[config.mk]
export PLATFORM = sky130hd
export DESIGN_NAME = sqroot_iter
export DESIGN_NICKNAME = d
export VERILOG_FILES = /design/src/rtl/sqroot_iter.sv
export SDC_FILE = /design/constraint.sdc
export NUM_CORES = 1
export LEC_CHECK = 0
export ABC_AREA = 1
export CORE_MARGIN = 5
export CORE_UTILIZATION = 60
export DETAILED_ROUTE_END_ITERATION = 7
export PLACE_DENSITY = 0.84
export SLEW_MARGIN = 20
export SYNTH_ARGS = -nofsm -noshare
export SYNTH_HDL_FRONTEND = slang
export SYNTH_SLANG_ARGS = --single-unit
[constraint.sdc]
create_clock -name clk -period 5.9 [get_ports clk]
set_input_delay 1.18 -clock clk [delete_from_list [all_inputs] [get_ports clk]]
set_output_delay 1.18 -clock clk [all_outputs]
set_load 0.02 [all_outputs]
[src/rtl/sqroot_iter.sv]
// Iterative unsigned square root using the restoring digit-by-digit method.
// One root bit is produced per clock, MSB first. The result is held in DONE
// until the consumer takes it. The remainder always refers to the floor root,
// while the reported root can optionally be rounded to nearest.
module sqroot_iter #(
  parameter int WIDTH = 16
) (
  input  logic               clk,
  input  logic               rst,
  input  logic               in_valid,
  output logic               in_ready,
  input  logic [WIDTH-1:0]   n,
  input  logic               round_en,
  output logic               out_valid,
  input  logic               out_ready,
  output logic [WIDTH/2-1:0] root,
  output logic [WIDTH/2:0]   rem,
  output logic               exact
);

  localparam int RW = WIDTH / 2;
  localparam int CW = $clog2(RW + 1);

  localparam logic [1:0] S_IDLE = 2'd0;
  localparam logic [1:0] S_CALC = 2'd1;
  localparam logic [1:0] S_DONE = 2'd2;

  localparam logic [CW-1:0] CNT_LOAD = CW'(RW);
  localparam logic [CW-1:0] CNT_LAST = CW'(1);
  localparam logic [CW-1:0] CNT_STEP = CW'(1);

  logic [1:0]       r_state;
  logic [WIDTH-1:0] r_radicand;
  logic             r_round;
  logic [RW-1:0]    r_q;
  logic [RW+1:0]    r_r;
  logic [CW-1:0]    r_cnt;
  logic [RW-1:0]    r_root;
  logic [RW:0]      r_rem;
  logic             r_exact;

  logic [RW+1:0]    w_rShift;
  logic [RW+1:0]    w_trial;
  logic             w_fits;
  logic [RW+1:0]    w_rNext;
  logic [RW-1:0]    w_qNext;
  logic [RW:0]      w_remFinal;
  logic             w_roundUp;
  logic [RW-1:0]    w_rootFinal;

  // One restoring step: bring down the next radicand pair, try subtracting 4q+1,
  // and derive the final (optionally rounded, saturating) root for the last step.
  always_comb begin
    w_rShift    = (r_r << 2) | {{RW{1'b0}}, r_radicand[WIDTH-1 -: 2]};
    w_trial     = {r_q, 2'b01};
    w_fits      = (w_rShift >= w_trial);
    w_rNext     = w_fits ? (w_rShift - w_trial) : w_rShift;
    w_qNext     = {r_q[RW-2:0], w_fits};
    w_remFinal  = w_rNext[RW:0];
    w_roundUp   = r_round && (w_remFinal > {1'b0, w_qNext}) && !(&w_qNext);
    w_rootFinal = w_roundUp ? (w_qNext + RW'(1)) : w_qNext;
  end

  // Control FSM plus iteration registers; reset wins over any handshake.
  always_ff @(posedge clk) begin
    if (rst) begin
      r_state    <= S_IDLE;
      r_radicand <= '0;
      r_round    <= 1'b0;
      r_q        <= '0;
      r_r        <= '0;
      r_cnt      <= '0;
      r_root     <= '0;
      r_rem      <= '0;
      r_exact    <= 1'b0;
    end else begin
      case (r_state)
        S_IDLE: begin
          if (in_valid) begin
            r_radicand <= n;
            r_round    <= round_en;
            r_q        <= '0;
            r_r        <= '0;
            r_cnt      <= CNT_LOAD;
            r_state    <= S_CALC;
          end
        end
        S_CALC: begin
          r_radicand <= {r_radicand[WIDTH-3:0], 2'b00};
          r_q        <= w_qNext;
          r_r        <= w_rNext;
          r_cnt      <= r_cnt - CNT_STEP;
          if (r_cnt == CNT_LAST) begin
            r_root  <= w_rootFinal;
            r_rem   <= w_remFinal;
            r_exact <= (w_remFinal == '0);
            r_state <= S_DONE;
          end
        end
        S_DONE: begin
          if (out_ready) begin
            r_state <= S_IDLE;
          end
        end
        default: begin
          r_state <= S_IDLE;
        end
      endcase
    end
  end

  assign in_ready  = (r_state == S_IDLE);
  assign out_valid = (r_state == S_DONE);
  assign root      = r_root;
  assign rem       = r_rem;
  assign exact     = r_exact;

endmodule
==> impl_metrics.toml <==
[status]
status = "completed"

[routing]
wl_per_cell_um = 13.29
num_vias = 3092
wl_mm = 7.710
drc_errors = 0
first_pass_iters = 5
via_per_inst = 5.331
ant_nets = 0
drt_iter0_markers = 229

[yosys]
syn-instance-count = 469
ys_seq_area_share_pct = 34.31
yosys_warnings = 0
synth_cell_types = 38
synthFlopType = "dfxtp_1"
synth_edf_count = 0
synthTopCellsByArea = "dfxtp_1 (34%), nand2_1 (11%), ha_1 (7.9%), inv_1 (7.0%), a211oi_1 (6.5%)"
syn-num-nets = 511
synthArstFlopShare_pct = 0
yosysTopAreaCellShare_pct = 34.31
synth-seq-cells = 57
synth_area_leader_cell = "dfxtp_1"
syn_area_mm2 = 0.003326
syn_area_per_cell_um2 = 7.091

[layout]
fin_cells = 580
fin_area_mm2 = 0.003934
area_delta_synth_final_pct = 18.28
fin_nets = 545
n_antenna_cell = 0
drive_gt1_share_pct = 8.268

[clock_tree]
cts_num_sinks = 57
cts_root_buffer = "clkbuf_8"
cts_setup_buffers = 0
path_clk_slew_ps = 70
cts_made_buffers = 9
cts_tree = "built"
cts_resized = 0
cts-htree-levels = 3
cts_buffer_depth = 2
hold_buffers = 0
clock_latency_ps = 330

[timing]
fin_skew_ps = 8.738
period_share_pct = 64.09
tns_ps = 0
fmax_mhz = 264.4
maxSlewViolCount = 0
worstMarginPinSlew_ps = 638.5
hold_viol_final = 0
relSlewSlack_pct = 57.33
fin_crit_ps = 3782
rsz0062_at_grt = "no"
hold_ws_ps = 461.0
setup-violations-final = 0

[global_route]
grt_pass1_vias = 2960
grt_max_degree = 48
grt_pass1_wl_mm = 13.14
overflow = 0
track_usage_pct = 22.60
antenna_found_initial = 0

[min_path]
hold_start = "r_radicand[0]$_SDFFE_PP0P_"
min_path_cells = 2
hp-class = "reg2reg"
whs_endpoint = "r_radicand[0]$_SDFFE_PP0P_"

[setup_path]
path_buf_inv = 3
start_kind = "register"
critPathArrivalTime_ps = 4020
path_class = "reg2reg"
crit_path_end_kind = "register"
slowest_stage = "ha_1"
crit_chain = "inv_1, ha_1, a21oi_1, nand2_1, nand2_2, nand4_4, o21ai_1, inv_1, ha_1, nand2_1, o21ai_0, nor2_1, o21ai_0, nand2_1, nand2_4, nand3_4, nand2_1, nand2_1, o21ai_1, inv_1"
cp_data_required_time_ps = 6130
rrSetupSlack_ps = 2120
crit_path_max_fanout = 19
crit_top_cell = "nand2_1"
critPathTopFamily = "compound AO/OA/AOI/OAI gates"
cpPeakStageDelay_ps = 400
startpoint = "r_q[3]$_SDFFE_PP0P_"
worstReg2RegStart = "r_q[3]$_SDFFE_PP0P_"
worst_r2r_path_depth = 20
r2r_end = "root[0]$_SDFFE_PP0P_"

[flow_run]
cap_violations = 0

[place]
gp_congestion = 0.9542
portBuffers = 40
dpl-instance-area_mm2 = 0.003755
dp_cells = 564
hpwl_mm = 5.502

[power_and_ir_drop]
ir_drop_mv = 0.5766
total_leakage_power_nw = 1.697
p_total_mw = 2.532
p_per_area_mw_per_mm2 = 643.6

[floorplanning]
core.rowCount = 27
chipWidth_um = 84.45
ios = 41
die_y_um = 84.45
die_area_mm2 = 0.007132
start_util_pct = 61.15
core_mm2 = 0.005439
-- worst max path at each step --
| stage | to | slack [ps] | cells past startpoint |
|---|---|---|---|
| 6_report | root[0]$_SDFFE_PP0P_ | 2120 | 20 |
| 5_1_grt | root[0]$_SDFFE_PP0P_ | 1700 | 20 |
| 4_1_cts | root[0]$_SDFFE_PP0P_ | 2210 | 20 |
| 3_5_place_dp | root[0]$_SDFFE_PP0P_ | 2250 | 20 |
| 3_3_place_gp | root[0]$_SDFFE_PP0P_ | 2300 | 20 |
| 2_1_floorplan | root[0]$_SDFFE_PP0P_ | 2790 | 21 |
-- Yosys cell counts, types with 2 or more instances --
cell	count
xnor2_1	4
ha_1	21
nand2_1	100
o211ai_1	4
o21ai_1	6
o21ai_0	11
nand2_4	3
inv_2	2
buf_2	3
nor2_1	49
nand2_2	5
nand3_1	22
xor2_1	6
and2_1	2
nor2_2	2
a21oi_1	36
o21bai_1	2
a211oi_1	29
dfxtp_1	57
a21oi_2	2
nand4_1	5
nor3_1	4
inv_1	62
nor4_1	2
clkbuf_1	16
nand3_2	2
-- layout make-up --
type,instances,area [um^2]
Clock buffer,13,158.9
Multi-Input combinational cell,327,1859
Fill cell,448,1505
Clock inverter,3,15.01
Tap cell,72,90.09
Timing Repair Buffer,43,422.9
Sequential cell,57,1141
Inverter,65,246.5
-- worst min-delay path: stages, from the launching register on --
cell and delay (ps):
dfxtp_1 310, nand2_1 60, a21oi_1 50
-- flip-flops by register name, summed over array words and instances, names as in the netlist --
name / cells
r_r: 8
r_state: 2
r_cnt: 4
exact: 1
r_round: 1
r_radicand: 16
r_q: 8
root: 8
rem: 9
-- per-layer routing --
metal	global-route usage, %	routed length [um]
met5	0	0
met4	9.640	146
met3	4.416	417
met2	39.60	3847
met1	26.87	3299
-- power breakdown --
part           switching, mW  internal, mW
logic                   1.13         0.607
clock network          0.151         0.173
registers             0.0354         0.434
total                   1.32          1.21
-- through the flow --
step	util (%)	setup slack [ps]
after floorplan	-	2789
after global placement	69.04	2299
after detailed placement	69.04	2249
after CTS	72.23	2213
after global routing	72.33	1699
final	72.33	2118
-- cell usage in the layout, fill, tap and decap left out, types with 3 or more instances in the layout --
master | synthesis | final
nand2_1 | 100 | 100
inv_1 | 62 | 62
dfxtp_1 | 57 | 57
nor2_1 | 49 | 48
clkdlybuf4s50_1 | 0 | 40
a21oi_1 | 36 | 36
a211oi_1 | 29 | 29
nand3_1 | 22 | 22
ha_1 | 21 | 21
o21ai_0 | 11 | 11
clkbuf_8 | 0 | 11
o21ai_1 | 6 | 6
xor2_1 | 6 | 6
nand2_2 | 5 | 5
nand4_1 | 5 | 5
xnor2_1 | 4 | 4
o211ai_1 | 4 | 4
nor3_1 | 4 | 4
nand2_4 | 3 | 3
clkinv_2 | 0 | 3
buf_4 | 0 | 3
-- logic make-up (layout without fill, tap and decap cells) --
group                    Yosys count  after routing  synth area share, %
buffers and inverters             85            124                10.01
adder cells (fa/ha/maj)           21             21                7.901
AND/OR/NAND/NOR                  203            203                27.99
flip-flops                        57             57                34.31
AO/OA/AOI/OAI                     93             93                17.16
XOR/XNOR                          10             10                2.633
No activity file was read; power rests on OpenSTA's default activity.
==> patch 1: new RTL, same flow settings <==
Reset style: asynchronous (`rst`), changed in one clocked block.
--- a/src/rtl/sqroot_iter.sv
+++ b/src/rtl/sqroot_iter.sv
@@ -62,7 +62,7 @@
   end
 
   // Control FSM plus iteration registers; reset wins over any handshake.
-  always_ff @(posedge clk) begin
+  always_ff @(posedge clk or posedge rst) begin
     if (rst) begin
       r_state    <= S_IDLE;
       r_radicand <= '0;
Behaviour: differs if rst is asserted again (counterexample within 4 cycles, from zero or initial values and one cycle with rst high); with rst held inactive, the same outputs for 10 cycles.
==> patch 1 against the unedited design <==
Synthesized area rose by 0.19%; sequential cell count stayed put; sequential share of layout area grew 7.2 points; design area is 0.25% higher; clock skew about the same; worst setup slack got worse by 0.061 ns; first-iteration DRC count shrank 23%; critical path depth up 2; routed wire length increased by 0.17%; highest routed layer unchanged.
Power is not shown: default switching activity piles up to over one toggle a cycle in this logic, so the estimate is an artifact.
==> patch 1: results (changes against the unedited design) <==
** Status
- Outcome :: finished, final reports clean (unchanged)

** Place
- Placed cell count :: 514 (was 564)
- Post-detailed-placement half-perimeter wirelength :: 5548 um (was 5502 um)
- Final Wtd Congestion :: 0.9051 (was 0.9542)

** Layout
- Layout Nets :: 495 (was 545)
- # fillers :: 426 (was 448)
- Final non-filler cell total :: 530 (was 580)

** Synthesis
- The number of library cell types mapped by synthesis is 40 (was 38).
- The sequential fraction of the synthesis area is 42.81% (was 34.31%).
- Dominant cells by area after synthesis :: sky130_fd_sc_hd__dfrtp_1, sky130_fd_sc_hd__nand2_1, sky130_fd_sc_hd__ha_1 (was sky130_fd_sc_hd__dfxtp_1, sky130_fd_sc_hd__nand2_1, sky130_fd_sc_hd__ha_1)
- The most common flop cell mapped by yosys was sky130_fd_sc_hd__dfrtp_1 (was sky130_fd_sc_hd__dfxtp_1).
- Top cells by instance count after synthesis: sky130_fd_sc_hd__nand2_1, sky130_fd_sc_hd__dfrtp_1, sky130_fd_sc_hd__nand3_1 (was sky130_fd_sc_hd__nand2_1, sky130_fd_sc_hd__inv_1, sky130_fd_sc_hd__dfxtp_1).
- The share of async-settable or async-resettable flops after synthesis was 100.0% (was 0%).

** Critical path
- The cell family with the largest share of critical-path delay was simple AND/OR/NAND/NOR gates (was compound AO/OA/AOI/OAI gates).
- Max stage delay cell, worst path :: sky130_fd_sc_hd__o21ai_0 (was sky130_fd_sc_hd__ha_1)
- The arrival time of the worst setup path was 4.07 ns (was 4.02 ns).
- The maximum net fanout on the critical path is 20 (was 19).

** Detailed routing
- Routed Wire Length :: 7723 um (was 7710 um)
- Initial drt markers :: 176 (was 229)
- The count of TritonRoute iterations in the first routing pass is 4 (was 5).

** STA
- The max-slew headroom at the worst pin was 49.53% (was 57.33%).
- Maximum clock skew at final layout :: 0.008986 ns (was 0.008738 ns)

** Global routing
- First-pass GRT wire length :: 13360 um (was 13140 um)
- The all-layer global routing usage was 23.29% (was 22.60%).
- Vias in the first global route :: 2869 (was 2960)
- Maximum number of pins on one net before global-route repair :: 58 (was 48)
==> patch 1: cell types whose count changed in the layout (fill, tap and decap cells not counted), sizes merged, moves of 4 or more <==
cell    before  now
nand3       25   47
a211oi      29    0
inv         65   42
nor2        52   15
dfxtp       57    0
nand4        6   11
nand2      108  134
a21oi       38    9
clkinv       3    7
o21ai       17   23
clkbuf      13    9
dfrtp        0   57
o22ai        0   13
==> patch 1: kinds of logic (layout without fill, tap and decap cells) <==
group | Yosys count | count (layout) | share of synthesized area [%]
xor gates and xnor gates | 10 | 10 | 2.628
AOI/OAI and AO/OA | 54 | 54 | 9.426
and+or+nand+nor | 214 | 214 | 30.27
DFF | 57 | 57 | 42.81
buffers and inverters | 58 | 102 | 6.985
adders and majority gates | 21 | 21 | 7.886
==> patch 1: area by class of cell <==
cell class                      instances  area share (%)
Clock buffer                            9           3.141
Sequential cell                        57           36.17
Timing Repair Buffer                   42           10.53
Multi-Input combinational cell        299           42.42
Tap cell                               72           2.284
Clock inverter                          7           1.206
Inverter                               44           4.251
==> patch 1: worst min-delay path, stage by stage, from the launching register on <==
cell and delay (ns):
sky130_fd_sc_hd__dfrtp_1 0.34, sky130_fd_sc_hd__nand2_1 0.05, sky130_fd_sc_hd__nand2_1 0.05
==> patch 1: worst paths after layout <==
kind	slack, ns	depth (start not counted)	to	start
hold / removal	0.48	2	root[0]	root[0]
hold reg to reg	0.48	2	root[0]	root[0]
max in group asynchronous	4.05	3	r_radicand[15]	rst
setup reg to reg	2.06	22	root[2]	r_q[1]
setup / recovery	2.06	22	root[2]	r_q[1]
min in group asynchronous	1.35	3	rem[8]	rst
==> patch 1: metal layers <==
layer	routed length [um]	track usage, %	part of all wire (%)
met1	3266	27.97	42
met2	3886	41.07	50
met3	403	5.005	5.2
met4	167	8.201	2.2
met5	0	0	0
==> patch 2: new RTL, same settings <==
Without the edit above. `WIDTH`: 16 -> 32.
--- a/src/rtl/sqroot_iter.sv
+++ b/src/rtl/sqroot_iter.sv
@@ -3,7 +3,7 @@
 // until the consumer takes it. The remainder always refers to the floor root,
 // while the reported root can optionally be rounded to nearest.
 module sqroot_iter #(
-  parameter int WIDTH = 16
+  parameter int WIDTH = 32
 ) (
   input  logic               clk,
   input  logic               rst,
Interface: changed (resized n, rem and root); port bits go from 41 to 73. No check against the original RTL was run, so the function may have changed too.
==> patch 2 against the unedited design <==
Count of clock-buffer cells in the layout down 4; critical path depth rose by 7; sequential cell count up 49; largest power group unchanged; via count grew 110%; synthesized area increased by 90%; design area increased by 85%; worst setup slack got worse by 1.2 ns; critical endpoint is now root[3]; highest routed layer unchanged; fmax fell by 25%; total power is 73% higher; routed wire length is 120% higher; worst hold slack better by 0.0079 ns.
==> patch 2: results (changes against the unedited design) <==
** Layout
- Multi-input combinational cell count :: 701 (was 327)
- The clock network area share came to 2.833% (was 4.421%).
- Multi-input gate area in the final layout :: 3607 sq um (was 1859 sq um)
- Number of flip-flops in the largest register :: 32 (was 16)

** Critical path
- The maximum net fanout on the critical path came to 30 (was 19).
- Max stage delay cell, worst path :: sky130_fd_sc_hd__nand2_2 (was sky130_fd_sc_hd__ha_1)
- The destination of the worst register-to-register timing path is root[3] (was root[0]).
- Slowest Stage Delay on Critical Path :: 0.50 ns (was 0.40 ns)

** Pwr
- Pint :: 1.946 mW (was 1.214 mW)
- The power density normalized to cell area came to 601.6 nW/um^2 (was 643.6 nW/um^2).
- Comb pwr share :: 70.4% (was 68.7%)

** Synthesis
- The number of register bits inferred by synthesis was 106 (was 57).
- The mean instance size in the synthesized netlist is 6.579 sq um (was 7.091 sq um).
- The adder-cell share of the synthesized area was 7.315% (was 7.901%).
- Syn_nets :: 1036 (was 511)
- Dominant cells by area after synthesis: sky130_fd_sc_hd__dfxtp_1, sky130_fd_sc_hd__nand2_1, sky130_fd_sc_hd__ha_1 (unchanged).
- The post-synthesis share of cell area spent on xor and xnor gates was 2.353% (was 2.634%).

** CTS
- Clock insertion delay at the later pin of the skew report :: 0.38 ns (was 0.33 ns)

** Global routing
- Maximum number of pins on one net before global-route repair :: 57 (was 48)

** Status
- Outcome :: finished, final reports clean (unchanged)

** Place
- Pre-CTS setup slack :: 1.106 ns (was 2.249 ns)
- The half-perimeter wire length of the detailed placement result was 11940 um (was 5502 um).
- The total cell area at the placement stage came to 7081 sq um (was 3755 sq um).

** STA
- The clock skew was 0.01395 ns (was 0.008738 ns).

** Min path
- Worst-case hold path end point :: r_q[15] (was r_radicand[0])
==> patch 2: cell count changes after synthesis, moves of 10 or more <==
cell and change:
sky130_fd_sc_hd__nand2_1 +185, sky130_fd_sc_hd__nor2_1 +48, sky130_fd_sc_hd__nand4_1 +10, sky130_fd_sc_hd__nand2_2 +10, sky130_fd_sc_hd__o21ai_0 +15, sky130_fd_sc_hd__nand3_1 +32, sky130_fd_sc_hd__a22oi_1 +21, sky130_fd_sc_hd__clkbuf_1 +10
sky130_fd_sc_hd__ha_1 +16, sky130_fd_sc_hd__a31oi_1 +10, sky130_fd_sc_hd__inv_1 +47, sky130_fd_sc_hd__a211oi_1 -25, sky130_fd_sc_hd__dfxtp_1 +49, sky130_fd_sc_hd__a21oi_1 +46
==> patch 2: metal layers <==
layer | vias to the layer above | global-route usage [%] | part of all wire, %
li1 | 3187 | - | -
met1 | 2836 | 38.36 | 45
met2 | 295 | 41.43 | 44
met3 | 36 | 3.529 | 8.4
met4 | 0 | 9.135 | 2.4
met5 | - | 0 | 0
